`src/rtl/modulo_mef_contador_param.sv`:
```
// Counter-control FSM: loads a terminal value, counts up or down to it, then
// issues a register-clear, with optional back-to-back reload from the buffer.
module modulo_mef_contador_param #(
    parameter int WIDTH = 8
) (
    input  logic             clk,
    input  logic             rst,
    input  logic             enable,
    input  logic             load_reg,
    input  logic             empty_buffer,
    input  logic [WIDTH-1:0] data_in,
    input  logic             up_down,
    input  logic             auto_reload,
    input  logic             abort,
    output logic             load_c,
    output logic             enable_c,
    output logic             clear_reg,
    output logic             busy,
    output logic             done,
    output logic [WIDTH-1:0] count,
    output logic [1:0]       state
);

    typedef enum logic [1:0] {
        IDLE  = 2'b00,
        LOAD  = 2'b01,
        COUNT = 2'b10,
        CLEAR = 2'b11
    } state_t;

    state_t           cur_state;
    logic [WIDTH-1:0] count_reg;
    logic [WIDTH-1:0] target;
    logic             dir;
    logic             done_reg;
    logic             terminal;
    logic             request;

    // Up-counts finish on the loaded value, down-counts finish on zero.
    assign terminal = dir ? (count_reg == target) : (count_reg == '0);
    assign request  = load_reg & ~empty_buffer;

    always_ff @(posedge clk or negedge rst) begin
        if (!rst) begin
            cur_state <= IDLE;
            count_reg <= '0;
            target    <= '0;
            dir       <= 1'b0;
            done_reg  <= 1'b0;
        end else if (enable) begin
            case (cur_state)
                IDLE: begin
                    if (request) cur_state <= LOAD;
                end
                LOAD: begin
                    target    <= data_in;
                    dir       <= up_down;
                    count_reg <= up_down ? '0 : data_in;
                    done_reg  <= 1'b0;
                    cur_state <= (data_in == '0) ? CLEAR : COUNT;
                end
                COUNT: begin
                    // abort wins over terminal and leaves done untouched
                    if (abort) begin
                        cur_state <= CLEAR;
                    end else if (terminal) begin
                        cur_state <= CLEAR;
                        done_reg  <= 1'b1;
                    end else if (dir) begin
                        count_reg <= count_reg + WIDTH'(1);
                    end else begin
                        count_reg <= count_reg - WIDTH'(1);
                    end
                end
                CLEAR: begin
                    cur_state <= (auto_reload && request) ? LOAD : IDLE;
                end
                default: cur_state <= IDLE;
            endcase
        end
    end

    // Strobes are state decodes gated by enable, so a frozen block emits none.
    assign load_c    = (cur_state == LOAD) & enable;
    assign clear_reg = (cur_state == CLEAR) & enable;
    assign enable_c  = (cur_state == COUNT) & enable & ~terminal & ~abort;
    assign busy      = (cur_state != IDLE);
    assign done      = done_reg;
    assign count     = count_reg;
    assign state     = cur_state;

endmodule

```
`config.mk`:
```
export PLATFORM = sky130hd
export DESIGN_NAME = modulo_mef_contador_param
export DESIGN_NICKNAME = d
export VERILOG_FILES = /design/src/rtl/modulo_mef_contador_param.sv
export SDC_FILE = /design/constraint.sdc
export NUM_CORES = 1
export LEC_CHECK = 0
export ABC_AREA = 1
export CAP_MARGIN = 5
export CORE_MARGIN = 2
export CORE_UTILIZATION = 47
export DETAILED_ROUTE_END_ITERATION = 10
export PLACE_DENSITY = 0.77
export SETUP_SLACK_MARGIN = 0.05
export SYNTH_ARGS = -nofsm -noshare
export SYNTH_HDL_FRONTEND = slang
export SYNTH_SLANG_ARGS = --single-unit
export TNS_END_PERCENT = 50
```
`constraint.sdc`:
```
create_clock -name clk -period 1.66 [get_ports clk]
set_input_delay 0.415 -clock clk [delete_from_list [all_inputs] [get_ports clk]]
set_output_delay 0.415 -clock clk [all_outputs]
set_load 0.03 [all_outputs]
```
# Word-level counts from Yosys, hierarchy flattened
# Cells that the tools add are included.
# totals
ff_bits	20
elab_cells	50
# op_classes
addsub	2
eq_ne	9
mux	15
n_bitwise	9
n_reduce_logical	10
# op_table
op	count
2-to-1 mux 8 bit	4
logical NOT 8 bit	2
case mux 8 bit (2 select lines)	1
adder 8 x 1 -> 8 bit (second input constant)	1
== test 8 bit	1
!= test 2 bit (second input constant)	4
case mux 2 bit (4 select lines)	1
AND reduction 4 bit	2
subtractor 8 x 1 -> 8 bit (second input constant)	1
AND 1 bit	6
2-to-1 mux 2 bit	3
2-to-1 mux 1 bit	5
== test 2 bit (second input constant)	2
nonzero test 2 bit	2
!= test 3 bit (second input constant)	1
NOT 1 bit	3
AND reduction 3 bit	1
== test 2 x 1 -> 1 bit (second input constant)	1
logical NOT 2 bit	1
case mux 1 bit (2 select lines)	1
AND reduction 2 bit	1
logical AND 1 bit	1

# Depth between registers and ports, before layout
# Gate-level depths: netlist (run 1).
# depth
word_depth	5
depth_mapped	11
ltp_nobuf	11

# Worst setup path before layout (run 1)
# No wires, ideal clock.
# synth_path
path_type	register -> output
start	register cur_state[0], in the netlist state[0]
end	output port enable_c
arrival_ns	1.721
required_time_ns	1.245
setup_slack_ns	-0.476
stages_incl_launch_ff	9
n_path_buf	1
cell_sequence	dfrtp_1 inv_1 ha_1 buf_6 inv_2 o21bai_1 inv_1 nand3_1 nor2_1
# synth_via
elab_chain_len	4
# synth_lines
element	line_no	text
from (decl)	31	state_t cur_state;
from (signal assigned)	60	cur_state <= (data_in == '0) ? CLEAR : COUNT;
from (signal assigned)	76	cur_state <= (auto_reload && request) ? LOAD : IDLE;
== test 2 bit	86	assign enable_c = (cur_state == COUNT) & enable & ~terminal & ~abort;
AND 1 bit (3 in series)	86	
to (decl)	16	output logic enable_c,
# No other way between the ends.

# Final worst setup path (run 1)
# layout_path
start	register count_reg[1], in the netlist count[1]
end	output port enable_c
# layout_via
elab_chain_len	5
elab_cells_between_ends	6
# layout_lines
element	line_no	text
from (decl)	32	logic [WIDTH-1:0] count_reg;
from (signal assigned)	58	count_reg <= up_down ? '0 : data_in;
from (signal assigned)	70	count_reg <= count_reg + WIDTH'(1);
from (signal assigned)	72	count_reg <= count_reg - WIDTH'(1);
== test 8 bit / logical NOT 8 bit (equally long branches)	40	assign terminal = dir ? (count_reg == target) : (count_reg == '0);
2-to-1 mux 1 bit (*)	40	
NOT 1 bit (*)	86	
AND 1 bit (*) (2 in series)	86	
# Every way passes the cells marked *; elsewhere a longest branch is shown, timed or not.

==> out/results.md, run 1 <==
| Parameter | This run | Unit |
| --- | --- | --- |
| Final design utilization | 0.821 | - |
| Internal power summed over all cells | 2.98 | mW |
| Largest net degree at the start of global routing | 21 | - |
| Transition time of the tightest slew-check pin | 0.319 | ns |
| Yosys top cell area share | 0.301 | - |
| Largest voltage drop on the vdd net | 0.00110 | V |
| Proportion of power drawn by the clock network | 0.052 | - |
| Number of nets with antenna violations after routing | 0 | - |
| Synth async-reset ratio | 1.00 | - |
| Type of the worst setup path | register to primary output | - |
| Width of the chip | 63.5 | um |
| Result of the run | finished, violations left | - |
| Clock latency reported for the late side of the worst-skew pair | 0.33 | ns |
| Endpoint required time on the critical path | 1.24 | ns |
| Number of cells in the design after placement | 354 | - |
| Mean cell area of the mapped netlist | 6.68 | um^2 |
| Via density per instance | 5.35 | - |
| Placeable Area | 0.00336 | mm^2 |
| Data arrival time of the worst path | 1.69 | ns |
| NetSw | 2.91 | mW |
| Clock transition at the registers of the reported paths | 0.12 | ns |
| Layout cell share with drive strength beyond 1 | 0.437 | - |
| Floorplan die area | 0.00403 | mm^2 |
| Maximum achievable frequency | 474 | MHz |
| Max Slew Vio Count | 0 | - |
| Most used standard cells in the synthesized netlist | sky130_fd_sc_hd__nand2_1 (83), sky130_fd_sc_hd__inv_1 (36), sky130_fd_sc_hd__nand3_1 (35) | - |
| Number of input and output port buffers inserted | 30 | - |
| Highest fanout seen on the critical path | 4 | - |
| Final Hold Viols | 0 | - |
| Number of flops mapped to enable cells by yosys | 0 | - |
| Half-perimeter wire length after detailed placement | 3360 | um |
| Fin crit period | 2.11 | ns |
| Setup crit start kind | register | - |
| Antenna diode instance count | 0 | - |
| Clock tree root driver cell | sky130_fd_sc_hd__clkbuf_4 | - |
| Average detailed-routed wire length per instance | 15.5 | um |
| Switch share | 0.494 | - |
| Sequential area share after synthesis | 0.301 | - |
| Setup repair after global routing missed its margin | true | - |
| CTS Hold Bufs | 0 | - |
| Type of the most critical hold path | primary input to async pin | - |
| Weighted congestion reported at the end of routability-driven placement | 0.877 | - |
| Relative slew margins | 0.788 | - |
| H-tree depth reported by CTS | 1 | - |
| Floorplan die height | 63.5 | um |
| Maximum clock insertion buffer count | 2 | - |
| Initial antenna violation count | 0 | - |
| GRT Total Usage | 0.268 | - |
| Number of standard-cell rows in the floorplan | 21 | - |
| Sum of routed wire length over all layers | 5980 | um |
| Failing checks | negative setup slack | - |
| Endpoint of the lowest-slack register-to-register path | count[4]$_DFFE_PN0P_ | - |
| Crit path setup slack, layout | -0.448 | ns |
| Initial drt markers | 197 | - |
| Total of max-cap violations | 0 | - |
| FF+latch count, synth | 20 | - |
| Most area-hungry cell type in the Yosys netlist | sky130_fd_sc_hd__dfrtp_1 | - |
| First-pass DRT Iterations | 5 | - |
| Sequential share of power | 0.168 | - |
| Vias in the first global route | 1,886 | - |
| Combinational share of power | 0.779 | - |
| Crit end category | primary output | - |
| Synth Warn # | 0 | - |
| Synth Instances | 249 | - |
| Depth of the most critical reg-to-reg path | 13 | - |
| Maximum clock skew at final layout | 0.00559 | ns |
| Final setup violation count | 16 | - |
| Pwr/cell area | 2130 | mW/mm^2 |
| Most frequently used cell type in the post-synthesis netlist | sky130_fd_sc_hd__nand2_1 | - |
| Distinct cells, synth | 25 | - |
| Ranking of synthesized cells by area | sky130_fd_sc_hd__dfrtp_1 (30%), sky130_fd_sc_hd__nand2_1 (19%), sky130_fd_sc_hd__nand3_1 (11%) | - |
| Total via count after detailed routing | 2,060 | - |
| Initial Util | 0.494 | - |
| Worst-case register-to-register setup slack | -0.39 | ns |
| Share of the clock period used by the worst path after layout | 1.27 | - |
| Sinks on the clock net | 20 | - |
| Num CTS Buffers | 3 | - |
| Total DRC errors in the routed layout | 0 | - |
| Dominant synthesized flop cell | sky130_fd_sc_hd__dfrtp_1 | - |
| Synth Net Count | 277 | - |
| First-pass GRT wire length | 8410 | um |
| CTS tree | yes | - |
| Reg2reg start | dir$_DFFE_PN0P_ | - |
| Static Leakage | 1.42 | nW |
| IO Count | 31 | - |
| Growth of design area from synthesis to finish | 66.0 | % |
| Total standard cell area after synthesis | 0.00166 | mm^2 |
| Overflow left after global routing | 0 | - |
| Total Nets Final | 368 | - |
| Final instance count without filler cells | 385 | - |
==> how the worst max path moves through the flow <==
| stage | cells past startpoint | slack (ns) | end | from |
|---|---|---|---|---|
| 6_report | 9 | -0.45 | enable_c | count[1]$_DFFE_PN0P_ |
| 5_1_grt | 9 | -0.49 | enable_c | count[1]$_DFFE_PN0P_ |
| 4_1_cts | 9 | -0.27 | enable_c | count[1]$_DFFE_PN0P_ |
| 3_5_place_dp | 7 | -0.08 | count[5]$_DFFE_PN0P_ | enable |
| 3_3_place_gp | 5 | -0.05 | enable_c | abort |
| 2_1_floorplan | 8 | -0.15 | enable_c | state[0]$_DFFE_PN0P_ |
==> placed cells by master, fill, tap and decap left out, types with 9 or more instances in the layout <==
| cell | synthesis | final |
|---|---|---|
| sky130_fd_sc_hd__inv_2 | 3 | 12 |
| sky130_fd_sc_hd__clkdlybuf4s50_1 | 0 | 15 |
| sky130_fd_sc_hd__buf_6 | 2 | 19 |
| sky130_fd_sc_hd__nand2_2 | 0 | 17 |
| sky130_fd_sc_hd__dfrtp_2 | 0 | 9 |
| sky130_fd_sc_hd__dfrtp_1 | 20 | 11 |
| sky130_fd_sc_hd__nand2_1 | 83 | 67 |
| sky130_fd_sc_hd__buf_4 | 0 | 48 |
| sky130_fd_sc_hd__nor2_1 | 17 | 11 |
| sky130_fd_sc_hd__inv_1 | 36 | 26 |
| sky130_fd_sc_hd__nand3_1 | 35 | 29 |
| sky130_fd_sc_hd__o21ai_0 | 11 | 9 |
==> critical path, cell delays in order (launching register included) <==
cell and delay, ns:
sky130_fd_sc_hd__dfrtp_2 0.48, sky130_fd_sc_hd__nand2_2 0.11, sky130_fd_sc_hd__inv_2 0.04, sky130_fd_sc_hd__nor2_2 0.09, sky130_fd_sc_hd__nand2_1 0.05, sky130_fd_sc_hd__nor2_1 0.16, sky130_fd_sc_hd__nand3_1 0.13, sky130_fd_sc_hd__nand3_2 0.13
sky130_fd_sc_hd__nor2_4 0.05, sky130_fd_sc_hd__buf_6 0.13
==> through the flow <==
| step | setup WS [ns] | area [um^2] | hold slack [ns] | TNS, ns | power (mW) |
|---|---|---|---|---|---|
| floorplan | -0.151 | 1690 | 0.119 | -0.165 | 3.02 |
| global placement | -0.0465 | 2250 | 0.465 | -0.159 | 4.11 |
| detailed placement | -0.0751 | 2250 | 0.465 | -0.642 | 4.18 |
| CTS | -0.274 | 2500 | 0.430 | -1.72 | 4.91 |
| global route | -0.492 | 2760 | 0.436 | -4.46 | 6.32 |
| finish | -0.448 | 2760 | 0.413 | -3.24 | 5.89 |
==> area by class of cell <==
class                           count  area, um^2
Multi-Input combinational cell    184        1200
Clock buffer                        4        36.3
Inverter                           41         158
Tap cell                           46        57.6
Sequential cell                    20         512
Fill cell                         209         603
Timing Repair Buffer               90         797
==> kinds of logic after synthesis <==
| family | synth area share |
|---|---|
| compound gates | 0.0685 |
| xor+xnor | 0.0369 |
| fa+ha+maj | 0.0948 |
| buf+inv | 0.119 |
| flops | 0.301 |
| simple gates | 0.380 |
==> timing repair <==
item                                   in CTS  in global routing
endpoints found under the hold margin       0                  0
pin swaps                                   8                 20
setup buffers                              16                 11
setup endpoints to repair                  21                 24
gates resized for setup                    58                 54
cloned                                      0                  1
==> metal layers <==
metal	global-route usage	routed length (um)	vias to the layer above
met4	0.106	365	0
met3	0.0482	526	46
met2	0.466	2880	136
li1	-	-	959
met1	0.326	2210	919
met5	0	0	-
==> power groups by stage <==
stage | logic (mW) | registers (mW) | clock network [mW]
after floorplan | 1.89 | 1.13 | 0
after global placement | 3.14 | 0.967 | 0
after detailed placement | 3.20 | 0.974 | 0
after CTS | 3.65 | 0.958 | 0.303
after global routing | 4.97 | 1.01 | 0.335
final | 4.59 | 0.992 | 0.307
(Power assumes the default switching activity.)
==> run 2, diff against run 1 <==
--- a/config.mk
+++ b/config.mk
@@ -7,6 +7,7 @@
 export LEC_CHECK = 0
 export ABC_AREA = 1
 export CAP_MARGIN = 5
+export CORE_ASPECT_RATIO = 1.75
 export CORE_MARGIN = 2
 export CORE_UTILIZATION = 47
 export DETAILED_ROUTE_END_ITERATION = 10
==> run 2 against run 1 <==
  * The flow still finishes with violations (negative setup slack)
  * Die area is 0.47% higher
  * Final cell count is 3.1% lower
  * First-iteration DRC count is 76% lower
  * Fmax is 3.1% higher
  * Via count is 9.3% lower
  * Setup slack better by 0.062 ns
  * Critical path depth stayed put
  * Combinational power is 16% lower
  * Register-to-register slack better by 0.28 ns
  * Critical path type unchanged
  * Critical endpoint unchanged
==> out/results.md, run 2 (synthesized netlist as in run 1, its figures left out) <==
| Parameter | This run | Unit |
| --- | --- | --- |
| Result of the run | finished, violations left | - |
| Failing checks | negative setup slack | - |
| Type of the worst setup path | register to primary output | - |
| Highest fanout seen on the critical path | 6 | - |
| GRT Total Usage | 0.258 | - |
| Final Hold Viols | 0 | - |
| Initial antenna violation count | 0 | - |
| IO Count | 31 | - |
| Endpoint of the lowest-slack register-to-register path | state[1]$_DFFE_PN0P_ | - |
| GR peak layer | met2 | - |
| Via density per instance | 5.01 | - |
| Final Cell Area | 0.00256 | mm^2 |
| Number of standard-cell rows in the floorplan | 28 | - |
| Floorplan die area | 0.00405 | mm^2 |
| Placeable Area | 0.00340 | mm^2 |
| Largest voltage drop on the vdd net | 0.00154 | V |
| Reg2reg start | count[1]$_DFFE_PN0P_ | - |
| Total negative slack for setup checks | -0.731 | ns |
| Antenna diode instance count | 0 | - |
| Number of inserted filler cells in the final layout | 249 | - |
| M3 GR Usage | 0.0306 | - |
| Critical Path Stages | 9 | - |
| Largest net degree at the start of global routing | 21 | - |
| First-pass GRT wire length | 7790 | um |
| Hold worst-path end | done$_DFFE_PN0P_ | - |
| Endpoint required time on the critical path | 1.24 | ns |
| Most common cell after layout, fill and taps aside | sky130_fd_sc_hd__nand2_1 | - |
| Top library cells by usage in the layout, fill and taps aside | sky130_fd_sc_hd__nand2_1 (77), sky130_fd_sc_hd__buf_4 (49), sky130_fd_sc_hd__nand3_1 (33), sky130_fd_sc_hd__inv_1 (30), sky130_fd_sc_hd__clkdlybuf4s50_1 (15) | - |
| Initial drt markers | 48 | - |
| Static Leakage | 1.36 | nW |
| Sinks on the clock net | 20 | - |
| Multi-input logic area | 0.00110 | mm^2 |
| Num CTS Buffers | 3 | - |
| Vias in the first global route | 1,826 | - |
| Overflow left after global routing | 0 | - |
| Clock tree root driver cell | sky130_fd_sc_hd__clkbuf_8 | - |
| Initial Util | 0.489 | - |
| Crit-path cells | nand2_2 -> inv_2 -> nor2_1 -> nand2_1 -> nor2_1 -> nand3_1 -> nand3_2 -> nor2_4 -> buf_6 | - |
| Share of the clock period used by the worst path after layout | 1.23 | - |
| Setup crit start kind | register | - |
| First-pass DRT Iterations | 4 | - |
| H-tree depth reported by CTS | 1 | - |
| Sum of routed wire length over all layers | 5100 | um |
| Worst-case register-to-register setup slack | -0.11 | ns |
| Number of input and output port buffers inserted | 30 | - |
| Maximum achievable frequency | 489 | MHz |
| Weighted congestion reported at the end of routability-driven placement | 0.852 | - |
| Total DRC errors in the routed layout | 0 | - |
| Final setup violation count | 8 | - |
| Depth of the most critical reg-to-reg path | 13 | - |
| Reg area | 513 | um^2 |
| Crit end category | primary output | - |
| Total via count after detailed routing | 1,869 | - |
| Half-perimeter wire length after detailed placement | 3750 | um |
| Crit-path most repeated cell | sky130_fd_sc_hd__nor2_1 | - |
| Total of max-cap violations | 0 | - |
| Transition time of the tightest slew-check pin | 0.314 | ns |
| Data arrival time of the worst path | 1.63 | ns |
| Total power of the final layout | 5.25 | mW |
| Worst hold path startpoint | done$_DFFE_PN0P_ | - |
| Floorplan die height | 82.7 | um |
| Largest incremental delay on the critical path | 0.46 | ns |
| Area after DPL | 0.00228 | mm^2 |
| Width of the chip | 49.0 | um |
| Setup repair after global routing missed its margin | true | - |
| Worst Hold Depth | 2 | - |
| GR Layer Usage met1 | 0.250 | - |
| Number of buffers and inverters on the critical path | 2 | - |
| CTS tree | yes | - |
| Average detailed-routed wire length per instance | 13.7 | um |
| Critical-path cell with the highest stage delay | sky130_fd_sc_hd__dfrtp_2 | - |
| Pwr/cell area | 2050 | mW/mm^2 |
| Clock transition at the registers of the reported paths | 0.08 | ns |
| Maximum clock skew at final layout | 0.00639 | ns |
| Category of cells accounting for the largest share of critical-path delay | simple AND/OR/NAND/NOR gates | - |
| Max Slew Vio Count | 0 | - |
| Crit path setup slack, layout | -0.385 | ns |
| Maximum clock insertion buffer count | 2 | - |
| GR Util met2 | 0.497 | - |
| Number of nets with antenna violations after routing | 0 | - |
| Type of the most critical hold path | register to register | - |
| Clock latency reported for the late side of the worst-skew pair | 0.27 | ns |
| Growth of design area from synthesis to finish | 54.1 | % |
| Layout cell share with drive strength beyond 1 | 0.341 | - |
| Total Nets Final | 357 | - |
| Fin crit period | 2.05 | ns |
| Relative slew margins | 0.792 | - |
run 2: routing by layer:
layer	part of all wire	up-vias
li1	-	936
met1	0.36	841
met2	0.53	68
met3	0.042	24
met4	0.066	0
met5	0	-
run 2: cell type report:
class / instances / share of cell area
Timing Repair Buffer: 79 / 0.267
Sequential cell: 20 / 0.200
Inverter: 41 / 0.0601
Multi-Input combinational cell: 184 / 0.430
Clock buffer: 4 / 0.0215
Tap cell: 45 / 0.0220
run 2: tightest hold or removal path: stages, from the launching register on:
cell,delay [ns]
sky130_fd_sc_hd__dfrtp_1,0.35
sky130_fd_sc_hd__nand2_1,0.05
sky130_fd_sc_hd__nand2_1,0.05
run 2: worst max-delay path by stage:
stage                         start  endpoint  slack (ns)
2_1_floorplan  state[0]$_DFFE_PN0P_  enable_c       -0.15
5_1_grt        count[1]$_DFFE_PN0P_  enable_c       -0.46
3_5_place_dp   count[0]$_DFFE_PN0P_  enable_c       -0.09
6_report       count[1]$_DFFE_PN0P_  enable_c       -0.39
3_3_place_gp   count[0]$_DFFE_PN0P_  enable_c       -0.06
4_1_cts        state[0]$_DFFE_PN0P_  enable_c       -0.25
run 2: repair_timing:
| item | CTS | global route |
|---|---|---|
| setup buffers | 4 | 8 |
| pin swaps | 4 | 7 |
| gates resized for setup | 30 | 28 |
| endpoints found under the setup margin | 21 | 18 |
| gates cloned | 0 | 1 |
| hold buffers | 0 | 0 |
run 2: report_power, final:
part           switching (mW)  total, mW  internal (mW)
combinational            2.08       3.86           1.78
sequential              0.289       1.01          0.721
clock                   0.173      0.385          0.212
total                    2.54       5.25           2.72
run 2: stage by stage:
step	util	setup WS (ns)	std cells	hold WS (ns)
floorplan	-	-0.151	249	0.119
global placement	0.671	-0.0559	356	0.467
detailed placement	0.671	-0.0879	356	0.466
CTS	0.709	-0.247	364	0.483
global route	0.754	-0.464	373	0.518
finish	0.754	-0.385	373	0.481
